==> config.mk <==
export PLATFORM = sky130hd
export DESIGN_NAME = branch_predictor_flat
export DESIGN_NICKNAME = d
export VERILOG_FILES = /design/src/rtl/branch_predictor_if.sv /design/src/rtl/branch_predictor.sv /design/src/flat_wrapper.sv
export SDC_FILE = /design/constraint.sdc
export NUM_CORES = 1
export LEC_CHECK = 0
export ABC_AREA = 1
export ABC_CLOCK_PERIOD_IN_PS = 2100
export CAP_MARGIN = 20
export CORE_MARGIN = 8
export CORE_UTILIZATION = 30
export CTS_CLUSTER_SIZE = 20
export DETAILED_ROUTE_END_ITERATION = 7
export SKIP_LAST_GASP = 1
export SYNTH_ARGS = -nofsm -noshare
export SYNTH_HDL_FRONTEND = slang
export SYNTH_SLANG_ARGS = --single-unit
==> constraint.sdc <==
create_clock -name clk -period 2.1 [get_ports clk]
set_input_delay 0.315 -clock clk [delete_from_list [all_inputs] [get_ports clk]]
set_output_delay 0.315 -clock clk [all_outputs]
set_load 0.02 [all_outputs]
==> src/rtl/branch_predictor_if.sv <==
// Branch-unit <-> predictor bus.
//   master : branch unit; drives query_* and commit_*, receives the prediction
//            bundle and the perf counters.
//   slave  : predictor; receives query_* and commit_*, drives prediction,
//            pattern, addr_on_failure, n_branch and n_failure.
interface branch_predictor_if #(
  parameter int unsigned PATTERN_WIDTH  = 4,
  parameter int unsigned INST_MEM_WIDTH = 14
);

  // Issue-side query
  logic                      query_valid;
  logic [INST_MEM_WIDTH-1:0] query_pc;
  logic [INST_MEM_WIDTH-1:0] query_target;

  // Prediction bundle (combinational from predictor state and query_*)
  logic                      prediction;
  logic [PATTERN_WIDTH-1:0]  pattern;
  logic [INST_MEM_WIDTH-1:0] addr_on_failure;

  // Commit-side training / repair
  logic                      commit_valid;
  logic [PATTERN_WIDTH-1:0]  commit_pattern;
  logic                      commit_taken;
  logic                      commit_failure;

  // Perf counters
  logic [31:0]               n_branch;
  logic [31:0]               n_failure;

  modport master (
    output query_valid, query_pc, query_target,
    output commit_valid, commit_pattern, commit_taken, commit_failure,
    input  prediction, pattern, addr_on_failure,
    input  n_branch, n_failure
  );

  modport slave (
    input  query_valid, query_pc, query_target,
    input  commit_valid, commit_pattern, commit_taken, commit_failure,
    output prediction, pattern, addr_on_failure,
    output n_branch, n_failure
  );

endinterface

==> src/rtl/branch_predictor.sv <==
// GAg conditional-branch predictor.
// A single speculative global history register directly indexes a table of
// 2-bit saturating counters. Queries are answered combinationally from the
// registered state; commits train the table and, on a mispredict, rebuild the
// history from the pattern stored with the failing branch.
// Ports:
//   clk   : clock, all state updates on the rising edge
//   reset : synchronous, active-high; restores history, table and counters
//   bp    : slave side of branch_predictor_if (query, prediction, commit,
//           perf counters)
module branch_predictor #(
  parameter int unsigned PATTERN_WIDTH  = 4,
  parameter int unsigned INST_MEM_WIDTH = 14
) (
  input  logic               clk,
  input  logic               reset,
  branch_predictor_if.slave  bp
);

  localparam int unsigned W         = PATTERN_WIDTH;
  localparam int unsigned AW        = INST_MEM_WIDTH;
  localparam int unsigned PHT_DEPTH = 2 ** PATTERN_WIDTH;
  localparam logic [1:0]  CNT_INIT  = 2'b01;
  localparam logic [1:0]  CNT_MAX   = 2'b11;
  localparam logic [1:0]  CNT_MIN   = 2'b00;

  logic [W-1:0]  ghr_q, ghr_d;
  logic [1:0]    pht_q [PHT_DEPTH];
  logic [1:0]    pht_d [PHT_DEPTH];
  logic [31:0]   n_branch_q, n_branch_d;
  logic [31:0]   n_failure_q, n_failure_d;

  logic          pred;
  logic [1:0]    cnt_cur;
  logic [1:0]    cnt_nxt;
  logic          repair;

  // Query path: prediction from the pre-update counter at the current history
  always_comb begin
    pred               = pht_q[ghr_q][1];
    bp.prediction      = pred;
    bp.pattern         = ghr_q;
    bp.addr_on_failure = pred ? (bp.query_pc + AW'(1)) : bp.query_target;
  end

  // Saturating counter step for the committing branch's table entry
  always_comb begin
    cnt_cur = pht_q[bp.commit_pattern];
    cnt_nxt = cnt_cur;
    if (bp.commit_taken) begin
      if (cnt_cur != CNT_MAX) cnt_nxt = cnt_cur + 2'(1);
    end else begin
      if (cnt_cur != CNT_MIN) cnt_nxt = cnt_cur - 2'(1);
    end
  end

  assign repair = bp.commit_valid && bp.commit_failure;

  // Next-state: training, perf counters and history (repair beats a
  // same-cycle query, which belongs to the flushed path)
  always_comb begin
    pht_d       = pht_q;
    n_branch_d  = n_branch_q;
    n_failure_d = n_failure_q;
    ghr_d       = ghr_q;

    if (bp.commit_valid) begin
      pht_d[bp.commit_pattern] = cnt_nxt;
      n_branch_d               = n_branch_q + 32'(1);
      n_failure_d              = n_failure_q + 32'(bp.commit_failure);
    end

    if (repair) begin
      ghr_d = {bp.commit_pattern[W-2:0], bp.commit_taken};
    end else if (bp.query_valid) begin
      ghr_d = {ghr_q[W-2:0], pred};
    end
  end

  // State registers
  always_ff @(posedge clk) begin
    if (reset) begin
      ghr_q       <= '0;
      n_branch_q  <= '0;
      n_failure_q <= '0;
      for (int i = 0; i < PHT_DEPTH; i++) begin
        pht_q[i] <= CNT_INIT;
      end
    end else begin
      ghr_q       <= ghr_d;
      n_branch_q  <= n_branch_d;
      n_failure_q <= n_failure_d;
      for (int i = 0; i < PHT_DEPTH; i++) begin
        pht_q[i] <= pht_d[i];
      end
    end
  end

  assign bp.n_branch  = n_branch_q;
  assign bp.n_failure = n_failure_q;

endmodule

==> src/flat_wrapper.sv <==
// flat-port wrapper written by rule: the top's interface ports become plain ports
module branch_predictor_flat 
#(
  parameter int unsigned PATTERN_WIDTH  = 4,
  parameter int unsigned INST_MEM_WIDTH = 14
)
  (clk, reset, bp_query_valid, bp_query_pc, bp_query_target, bp_commit_valid, bp_commit_pattern, bp_commit_taken, bp_commit_failure, bp_prediction, bp_pattern, bp_addr_on_failure, bp_n_branch, bp_n_failure);
  branch_predictor_if #(.PATTERN_WIDTH(PATTERN_WIDTH), .INST_MEM_WIDTH(INST_MEM_WIDTH)) bp_i ();
  input  logic clk;
  input  logic reset;
  input wire logic [$bits(bp_i.query_valid)-1:0] bp_query_valid;
  input wire logic [$bits(bp_i.query_pc)-1:0] bp_query_pc;
  input wire logic [$bits(bp_i.query_target)-1:0] bp_query_target;
  input wire logic [$bits(bp_i.commit_valid)-1:0] bp_commit_valid;
  input wire logic [$bits(bp_i.commit_pattern)-1:0] bp_commit_pattern;
  input wire logic [$bits(bp_i.commit_taken)-1:0] bp_commit_taken;
  input wire logic [$bits(bp_i.commit_failure)-1:0] bp_commit_failure;
  output wire logic [$bits(bp_i.prediction)-1:0] bp_prediction;
  output wire logic [$bits(bp_i.pattern)-1:0] bp_pattern;
  output wire logic [$bits(bp_i.addr_on_failure)-1:0] bp_addr_on_failure;
  output wire logic [$bits(bp_i.n_branch)-1:0] bp_n_branch;
  output wire logic [$bits(bp_i.n_failure)-1:0] bp_n_failure;
  assign bp_i.query_valid = bp_query_valid;
  assign bp_i.query_pc = bp_query_pc;
  assign bp_i.query_target = bp_query_target;
  assign bp_i.commit_valid = bp_commit_valid;
  assign bp_i.commit_pattern = bp_commit_pattern;
  assign bp_i.commit_taken = bp_commit_taken;
  assign bp_i.commit_failure = bp_commit_failure;
  assign bp_prediction = bp_i.prediction;
  assign bp_pattern = bp_i.pattern;
  assign bp_addr_on_failure = bp_i.addr_on_failure;
  assign bp_n_branch = bp_i.n_branch;
  assign bp_n_failure = bp_i.n_failure;
  branch_predictor #(.PATTERN_WIDTH(PATTERN_WIDTH), .INST_MEM_WIDTH(INST_MEM_WIDTH)) u_core (.clk(clk), .reset(reset), .bp(bp_i));
endmodule
# After elaboration in Yosys (flattened, before gate mapping)

Index checks and enable logic that the tools add are counted.

Add/sub/neg operators: 5
Order comparisons: 3
Equality and inequality tests: 1
Muxes and demuxes: 15
Bitwise operators: 2
Reductions and logical operators: 4

Operators with widths:

| cell                                                                 | count |
|---|---|
| 32-bit by 1-bit adder with 32-bit output                             | 1 |
| 32-bit by 1-bit adder with 32-bit output, second input constant      | 1 |
| 32-bit bitwise mux                                                   | 1 |
| 2-bit binary-select mux with 4-bit select                            | 2 |
| 2-bit 2-to-1 mux                                                     | 8 |
| 14-bit by 1-bit adder with 14-bit output, second input constant      | 1 |
| 14-bit 2-to-1 mux                                                    | 1 |
| 5-bit greater-or-equal comparator, second input constant             | 2 |
| 4-bit NOT with 5-bit output                                          | 2 |
| 2-bit demux with 4-bit select                                        | 1 |
| 4-bit 2-to-1 mux                                                     | 2 |
| 5-bit by 1-bit < comparator with 1-bit output, second input constant | 1 |
| 2-bit nonzero test                                                   | 2 |
| 2-bit by 1-bit adder with 2-bit output, second input constant        | 1 |
| 1-bit logical AND                                                    | 2 |
| 2-bit != test, second input constant                                 | 1 |
| 2-bit by 1-bit subtractor with 2-bit output, second input constant   | 1 |

Register bits after elaboration: 100

# Logic depth before layout (Yosys ltp)

Gate-level depths: netlist of run 1.

Word-level depth: 8
Gate-level depth with buffers: 15
Depth with buffers taken out: 13

# Least setup slack after synthesis of run 1

OpenSTA, ideal clock, no wires.

Path type: register to output
Start: register u_core.ghr_q[0] (netlist: u_core.bp.pattern[0])
End: output port bp_addr_on_failure[0]
Data arrival time: 2.043 ns
Data required time: 1.785 ns
Setup slack: -0.258 ns
Stages on the path, launching flop included: 10
Buffers on the path: 3
Cell sequence: dfxtp_1 buf_2 buf_4 o211ai_1 nand3_1 nand3_1 nand2_1 inv_2 buf_4 o21ai_0

Word-level cells in the longest chain between the ends: 5

Ends and longest elaborated chain:

| item                                                | RTL line               | text |
|---|---|---|
| from (decl)                                         | branch_predictor.sv:27 | `logic [W-1:0] ghr_q, ghr_d;` |
| from (signal assigned)                              | branch_predictor.sv:90 | `ghr_q <= ghr_d;` |
| 4-bit NOT with 5-bit output (not written as such)   | branch_predictor.sv:40 | `pred = pht_q[ghr_q][1];` |
| 2-bit binary-select mux with 4-bit select           | branch_predictor.sv:40 |  |
| 2-bit 2-to-1 mux (not written as such) (2 in a row) | branch_predictor.sv:40 |  |
| net bp_prediction                                   | flat_wrapper.sv:18     | `output wire logic [$bits(bp_i.prediction)-1:0] bp_prediction;` |
| 14-bit 2-to-1 mux                                   | branch_predictor.sv:43 | `bp.addr_on_failure = pred ? (bp.query_pc + AW'(1)) : bp.query_target;` |
| to (decl)                                           | flat_wrapper.sv:20     | `output wire logic [$bits(bp_i.addr_on_failure)-1:0] bp_addr_on_failure;` |

The timed path passes the listed nets, and every way through them passes these cells. The select of a mux whose other input is x is not followed.

# Final worst setup path of run 1

Start: register u_core.ghr_q[0] (netlist: u_core.bp.pattern[0])
End: output port bp_addr_on_failure[10]

Word-level cells in the longest chain between the ends: 5

Ends and longest elaborated chain:

| item                                                | RTL line |
|---|---|
| 4-bit NOT with 5-bit output (not written as such)   | branch_predictor.sv:40 |
| 2-bit binary-select mux with 4-bit select           | branch_predictor.sv:40 |
| 2-bit 2-to-1 mux (not written as such) (2 in a row) | branch_predictor.sv:40 |
| 14-bit 2-to-1 mux                                   | branch_predictor.sv:43 |

No other way between the ends. The select of a mux whose other input is x is not followed.

==> results of run 1 <==
-- state kept, by name, summed over array words and instances, names as in the netlist --
register / cells
u_core.bp.n_branch: 32
u_core.bp.pattern: 4
u_core.bp.n_failure: 32
u_core.pht_q: 32
-- placed cells by master (no fill, tap or decap), types with 2 or more instances in the layout --
| cell | count |
|---|---|
| nand4_1 | 21 |
| nor2_1 | 110 |
| o21a_1 | 4 |
| nand2_4 | 3 |
| inv_2 | 5 |
| nor3b_1 | 3 |
| o21ai_0 | 30 |
| nor3_1 | 32 |
| o211ai_1 | 4 |
| nor2_2 | 6 |
| inv_1 | 120 |
| nand2_1 | 248 |
| o21ai_1 | 9 |
| nand3_2 | 5 |
| dlygate4sd2_1 | 2 |
| a21oi_1 | 67 |
| nand3b_1 | 3 |
| buf_12 | 3 |
| nand3_1 | 52 |
| buf_4 | 91 |
| nand2_2 | 14 |
| buf_2 | 2 |
| nor4_1 | 5 |
| xor2_1 | 21 |
| a31oi_1 | 2 |
| dfxtp_1 | 99 |
| clkbuf_16 | 10 |
| ha_1 | 4 |
| xnor2_1 | 4 |
| clkdlybuf4s50_1 | 102 |
| o21ai_2 | 10 |
| buf_6 | 15 |
-- worst reg2reg max path, delay by kind of cell (launching register included) --
family	cells	cell delay (ps)
fa+ha+maj	2	400
compound gates	1	90
simple gates	6	850
flops	1	380
buf+inv	1	120
-- per-layer routing --
layer  up-vias  global-route usage [%]
li1       3330                       -
met1      2879                    20.0
met2       133                    25.8
met3        20                    2.87
met4         0                    5.13
met5         -                       0
-- worst paths after layout --
path                                           endpoint  slack (ps)  depth (start not counted)
worst max-delay path             bp_addr_on_failure[10]         -70                         10
worst min-delay path             u_core.bp.n_branch[17]         330                          2
worst max register to register  u_core.bp.n_failure[24]         200                         10
worst min register to register          u_core.pht_q[6]         470                          2
-- cell type report --
class	instances	area share (%)
Multi-Input combinational cell	666	39.0
Sequential cell	100	24.2
Inverter	126	5.79
Tap cell	234	3.53
Timing Repair Buffer	216	23.9
Clock inverter	5	0.724
Clock buffer	10	2.88
-- through the flow --
| step | hold WS, ps | instances | area (µm²) |
|---|---|---|---|
| after floorplan | 440 | 919 | 5800 |
| after global placement | 450 | 1341 | 7890 |
| after detailed placement | 456 | 1341 | 7890 |
| after CTS | 325 | 1356 | 8230 |
| after global routing | 339 | 1357 | 8290 |
| final | 331 | 1357 | 8290 |
-- report_power, final --
group | total, mW | switching [mW] | internal, mW
registers | 1.94 | 0.0212 | 1.92
clock network | 1.74 | 0.780 | 0.956
logic | 0.795 | 0.432 | 0.363
-- cells by family after synthesis --
logic type / after synthesis / synth area share [%]
adder cells (fa/ha/maj): 5 / 1.09
AO/OA/AOI/OAI: 130 / 11.8
buffers and inverters: 153 / 10.9
XOR/XNOR: 25 / 3.80
flip-flops: 100 / 34.7
AND/OR/NAND/NOR: 506 / 37.8
-- what timing repair did --
| action | in CTS | in global routing |
|---|---|---|
| setup buffers | 0 | 0 |
| gates resized for setup | 101 | 12 |
| pin swaps | 3 | 2 |
| gates cloned | 0 | 1 |
| endpoints found under the setup margin | 15 | 15 |
==> metrics.md, run 1 <==
| Metric | Value |
|---|---|
| WP data required | 1780 ps |
| Synth area leader | dfxtp_1 |
| FF+latch area | 2000 µm² |
| FILL cells | 1971 |
| Final core occ | 44.2% |
| Ant. Diodes | 0 |
| Clock buffer depth | 2 |
| Asr flop ratio synth | 0% |
| Std cell rows | 50 |
| VDD IR max | 0.393 mV |
| Met3 WL | 864 µm |
| Clk pin slew, worst setup/hold paths | 70 ps |
| Final wirelength | 18.3 mm |
| Register area share after synthesis | 34.7% |
| CP Buf/Inv Count | 4 |
| Top-area cell type share of the netlist area | 34.7% |
| Number of synthesized flops with an enable pin | 0 |
| RSZ-0062 raised after global routing | true |
| Fmax | 0.461 GHz |
| PnR Total Power | 4.47 mW |
| Max_cap viols | 0 |
| Area delta synth->final | 43.9% |
| Worst-Margin Slew | 448 ps |
| DR vias/cell | 4.69 |
| Startpoint class of the critical path | flip-flop |
| CP top delay family | buffers and inverters |
| Initial core utilization | 30.7% |
| TritonCTS buffer count | 9 |
| Hold buffer count at cts | 0 |
| Synth Cell Area | 5770 µm² |
| WL met2 | 8.36 mm |
| Final TNS setup | -687 ps |
| WL per Instance | 13.5 µm |
| Port Buf Inserts | 120 |
| GR Util All Layers | 15.6% |
| I/O Pins | 121 |
| Die height | 155 µm |
| Top Metal Used | met4 |
| Netlist cell types | 34 |
| Worst flop-to-flop path startpoint | u_core.bp.n_failure[0] |
| Ys flop type | dfxtp_1 |
| Hold Startpoint | reset |
| Worst-path maximum fanout | 17 |
| First-pass GRT wire length | 30.8 mm |
| Number of antenna violations at the first check in global routing | 0 |
| Setup ws final | -67.7 ps |
| Final setup fails | 14 |
| Setup crit start | u_core.bp.pattern[0] |
| Final Cycle Share | 103% |
| Syn Nets | 962 |
| # clock sinks | 100 |
| Nets@finish | 1162 |
| DRT met1 WL | 8.82 mm |
| Fraction of layout instances using a drive strength above 1 | 15.8% |
| Die Wd | 155 µm |
| DRT iter0 DRCs | 328 |
| WP data arrival | 1850 ps |
| Clk_skew | 13.4 ps |
| Pwr dens | 539 nW/µm² |
| Vias in the first global route | 6247 |
| Multi-input combinational cell area | 3230 µm² |
| Setup CP Type | reg -> out |
| Hold Violations, Final | 0 |
| Core area | 18800 µm² |
| DRC | 0 |
| Area of the die | 23900 µm² |
| Static Leak | 3.44 nW |
| Top-count cell post-synth | nand2_1 |
| Detailed Place HPWL | 13.7 mm |
| Yosys reg bits | 100 |
| Via count | 6362 |
| CTS tree | done |
| Status | finished, violations left |
| CP cell instances | buf_12, a21oi_1, o21ai_1, nand3_1, nand3_2, nand2_4, inv_8, clkbuf_16, o21ai_2, buf_6 |
| Failing checks | setup timing |
| Gpl congestion | 0.844 |
| Commonest cells in the netlist | 249 x nand2_1, 120 x inv_1, 113 x nor2_1 |
| CP max stage cell | dfxtp_2 |
| Clock latency on the worst-skew pair | 350 ps |
| Antenna-violating nets left | 0 |
| Syn. warnings | 0 |
| Largest stage delay, worst path | 340 ps |
| Clock root buffer | clkbuf_16 |
| Syn Area/Cell | 6.27 µm² |
| Max H-tree Level | 3 |
| Max-slew violations | 0 |
| Worst slew margin | 69.8% |
| Largest cells by area after synthesis | dfxtp_1 35%, nand2_1 16%, inv_1 7.8% |
| Min Tclk post-route | 2170 ps |
| Hold/Removal Path Class | in -> reg |
| Pre-CTS setup slack | -693 ps |
| Largest net degree at the start of global routing | 34 |
| GR Overflow Total | 0 |
| Syn Inst Count | 919 |
| Drt first pass iters | 6 |
| Worst setup EP type | output pin |
(Power assumes the default switching activity.)
==> run 2: changes to the inputs <==
- CAP_MARGIN: 20 -> 30
- HOLD_SLACK_MARGIN: unset -> 0.03
==> results of run 2 <==
No change in the layout: final DEF, timing and power equal those of run 1.
==> run 3: changes to the inputs <==
- GPL_TIMING_DRIVEN: unset -> 0
==> run 3 against run 2 <==
Compared with the run above: the run still ends with setup timing left; first-iteration DRC count increased by 12%; via count fell by 2.7%; sequential cell count unchanged; critical path depth unchanged; die area stayed put; register-to-register slack gained 30 ps; critical path type unchanged; largest cell class unchanged; highest routed layer unchanged.
==> metrics.md, run 3 (synthesis gave the netlist of run 1 again) <==
| Metric | Value |
|---|---|
| Status | finished, violations left |
| Failing checks | setup timing |
| Max_cap viols | 0 (unchanged) |
| Max-slew violations | 0 (unchanged) |
| GR Overflow Total | 0 (unchanged) |
| Clock buffer depth | 2 (unchanged) |
| Post-Route Hold Slack | 439 ps (+108 ps) |
| WP data required | 1780 ps (about the same) |
| Commonest cells after routing, fill and taps aside | 235 x nand2_1, 119 x inv_1, 105 x nor2_1, 101 x clkdlybuf4s50_1, 98 x dfxtp_1 |
| DRC | 0 (unchanged) |
| Final Cycle Share | 107% (+3.7 points) |
| CTS tree | done |
| # clock sinks | 100 (unchanged) |
| RSZ-0062 raised after global routing | true |
| I/O Pins | 121 (unchanged) |
| WP data arrival | 1930 ps (+80 ps) |
| Vias in the first global route | 6082 (-2.6%) |
| Clk pin slew, worst setup/hold paths | 80 ps (about the same) |
| Pwr dens | 557 nW/µm² (+3.3%) |
| Hold Violations, Final | 0 (unchanged) |
| Pre-CTS setup slack | -801 ps (-108 ps) |
| Number of antenna violations at the first check in global routing | 0 (unchanged) |
| Detailed Place HPWL | 14.4 mm (+4.6%) |
| Startpoint class of the critical path | flip-flop |
| VDD IR max | 0.425 mV (+8.3%) |
| Fmax | 0.445 GHz (-3.4%) |
| First-pass GRT wire length | 31.1 mm (+0.94%) |
| Std cell rows | 50 (unchanged) |
| Reg2reg path depth | 8 (-2) |
| Antenna-violating nets left | 0 (unchanged) |
| DRT iter0 DRCs | 367 (+12%) |
| Core area | 18800 µm² (unchanged) |
| Hold Crit Depth | 4 (+2) |
| WL per Instance | 14.8 µm (+9.6%) |
| Max H-tree Level | 3 (unchanged) |
| Area of the die | 23900 µm² (unchanged) |
| Worst-Margin Slew | 785 ps (+336 ps) |
| Die Wd | 155 µm (unchanged) |
| Nets@finish | 1102 (-5.2%) |
| Hold buffer count at cts | 0 (unchanged) |
| Final instance area | 8020 µm² (-3.3%) |
| Largest net degree at the start of global routing | 18 (-47%) |
| Fraction of layout instances using a drive strength above 1 | 12.5% (-3.3 points) |
| Port Buf Inserts | 119 (-0.83%) |
| Via count | 6193 (-2.7%) |
| TritonCTS buffer count | 9 (unchanged) |
| Final wirelength | 19.2 mm (+4.8%) |
| Clock latency on the worst-skew pair | 360 ps (about the same) |
| Ant. Diodes | 0 (unchanged) |
| Final setup fails | 14 (unchanged) |
| Worst-path maximum fanout | 6 (-11) |
| Hold/Removal Path Class | in -> reg |
| Setup CP Type | reg -> out |
| Static Leak | 3.16 nW (-8.3%) |
| DR vias/cell | 4.77 (+1.8%) |
| Worst slew margin | 47.7% (-22 points) |
| Setup ws final | -145 ps (-77.2 ps) |
| Die height | 155 µm (unchanged) |
| Min Tclk post-route | 2240 ps (+77.2 ps) |
| Initial core utilization | 30.7% (unchanged) |
| Area delta synth->final | 39.1% |
| Worst setup EP type | output pin |
| Gpl congestion | 0.853 (+1.1%) |
| DP Area | 7290 µm² (-7.6%) |
| Clock root buffer | clkbuf_16 |
| Leading cell type in the layout, fill and taps excluded | nand2_1 |
| Clk_skew | 12.5 ps (-0.926 ps) |
| Drt first pass iters | 5 (-1) |
| GR Util All Layers | 16.2% (+0.58 points) |
run 3: cell types whose count changed in the layout (fill, tap and decap cells not counted), sizes merged:
cell           delta
clkbuf           +12
clkdlybuf4s50     -1
clkinvlp          +1
inv               +1
buf              -72
dlymetal6s2s      +3
bufinv            -1
dlygate4sd2       -2
run 3: metrics by stage:
stage	utilization (%)	power [mW]	std cells	setup TNS (ps)
CTS	41.6	4.45	1296	-2620
global route	42.7	4.65	1298	-3000
global placement	38.8	2.68	1272	-23830
floorplan	-	2.37	919	0
finish	42.7	4.47	1298	-1550
detailed placement	38.8	2.68	1272	-24080
run 3: final timing paths:
kind | from | end | slack (ps)
max | u_core.bp.pattern[0] | bp_addr_on_failure[9] | -140
min | reset | u_core.bp.n_branch[7] | 440
max reg2reg | u_core.bp.n_branch[1] | u_core.bp.n_branch[24] | 230
min reg2reg | u_core.pht_q[26] | u_core.pht_q[26] | 470
run 3: final cells by class:
cell class / count / area (µm²)
Sequential cell: 100 / 2010
Timing Repair Buffer: 133 / 1400
Multi-Input combinational cell: 666 / 3390
Clock inverter: 6 / 46.3
Inverter: 126 / 484
Tap cell: 234 / 293
Buffer: 23 / 164
Clock buffer: 10 / 239
Fill cell: 1998 / 10800
run 3: power by group:
part / switching (mW) / leakage [nW] / internal [mW]
clock network: 0.816 / 0.141 / 0.851
logic: 0.469 / 2.21 / 0.380
registers: 0.0308 / 0.810 / 1.92
total: 1.32 / 3.16 / 3.15
run 3: what timing repair did:
action,CTS,global route
gates cloned,2,1
gates resized for setup,118,47
pin swaps,6,8
buffers inserted,8,3
setup endpoints to repair,22,42
run 3: worst max-delay path, stage by stage, from the launching register on:
cell	delay, ps
dfxtp_4	390
buf_12	140
a21oi_1	130
o21ai_1	90
nand3_1	100
nand3_2	100
nand2_4	130
inv_8	60
buf_12	140
o21ai_4	160
buf_6	140
run 3: routing by layer:
metal,track usage [%],vias up,share of wire [%],wire (µm)
met5,0,-,0,0
met4,4.11,0,1.6,301
met3,4.46,23,6.6,1270
met2,26.8,160,46,8750
met1,20.3,2794,46,8890
li1,-,3216,-,-
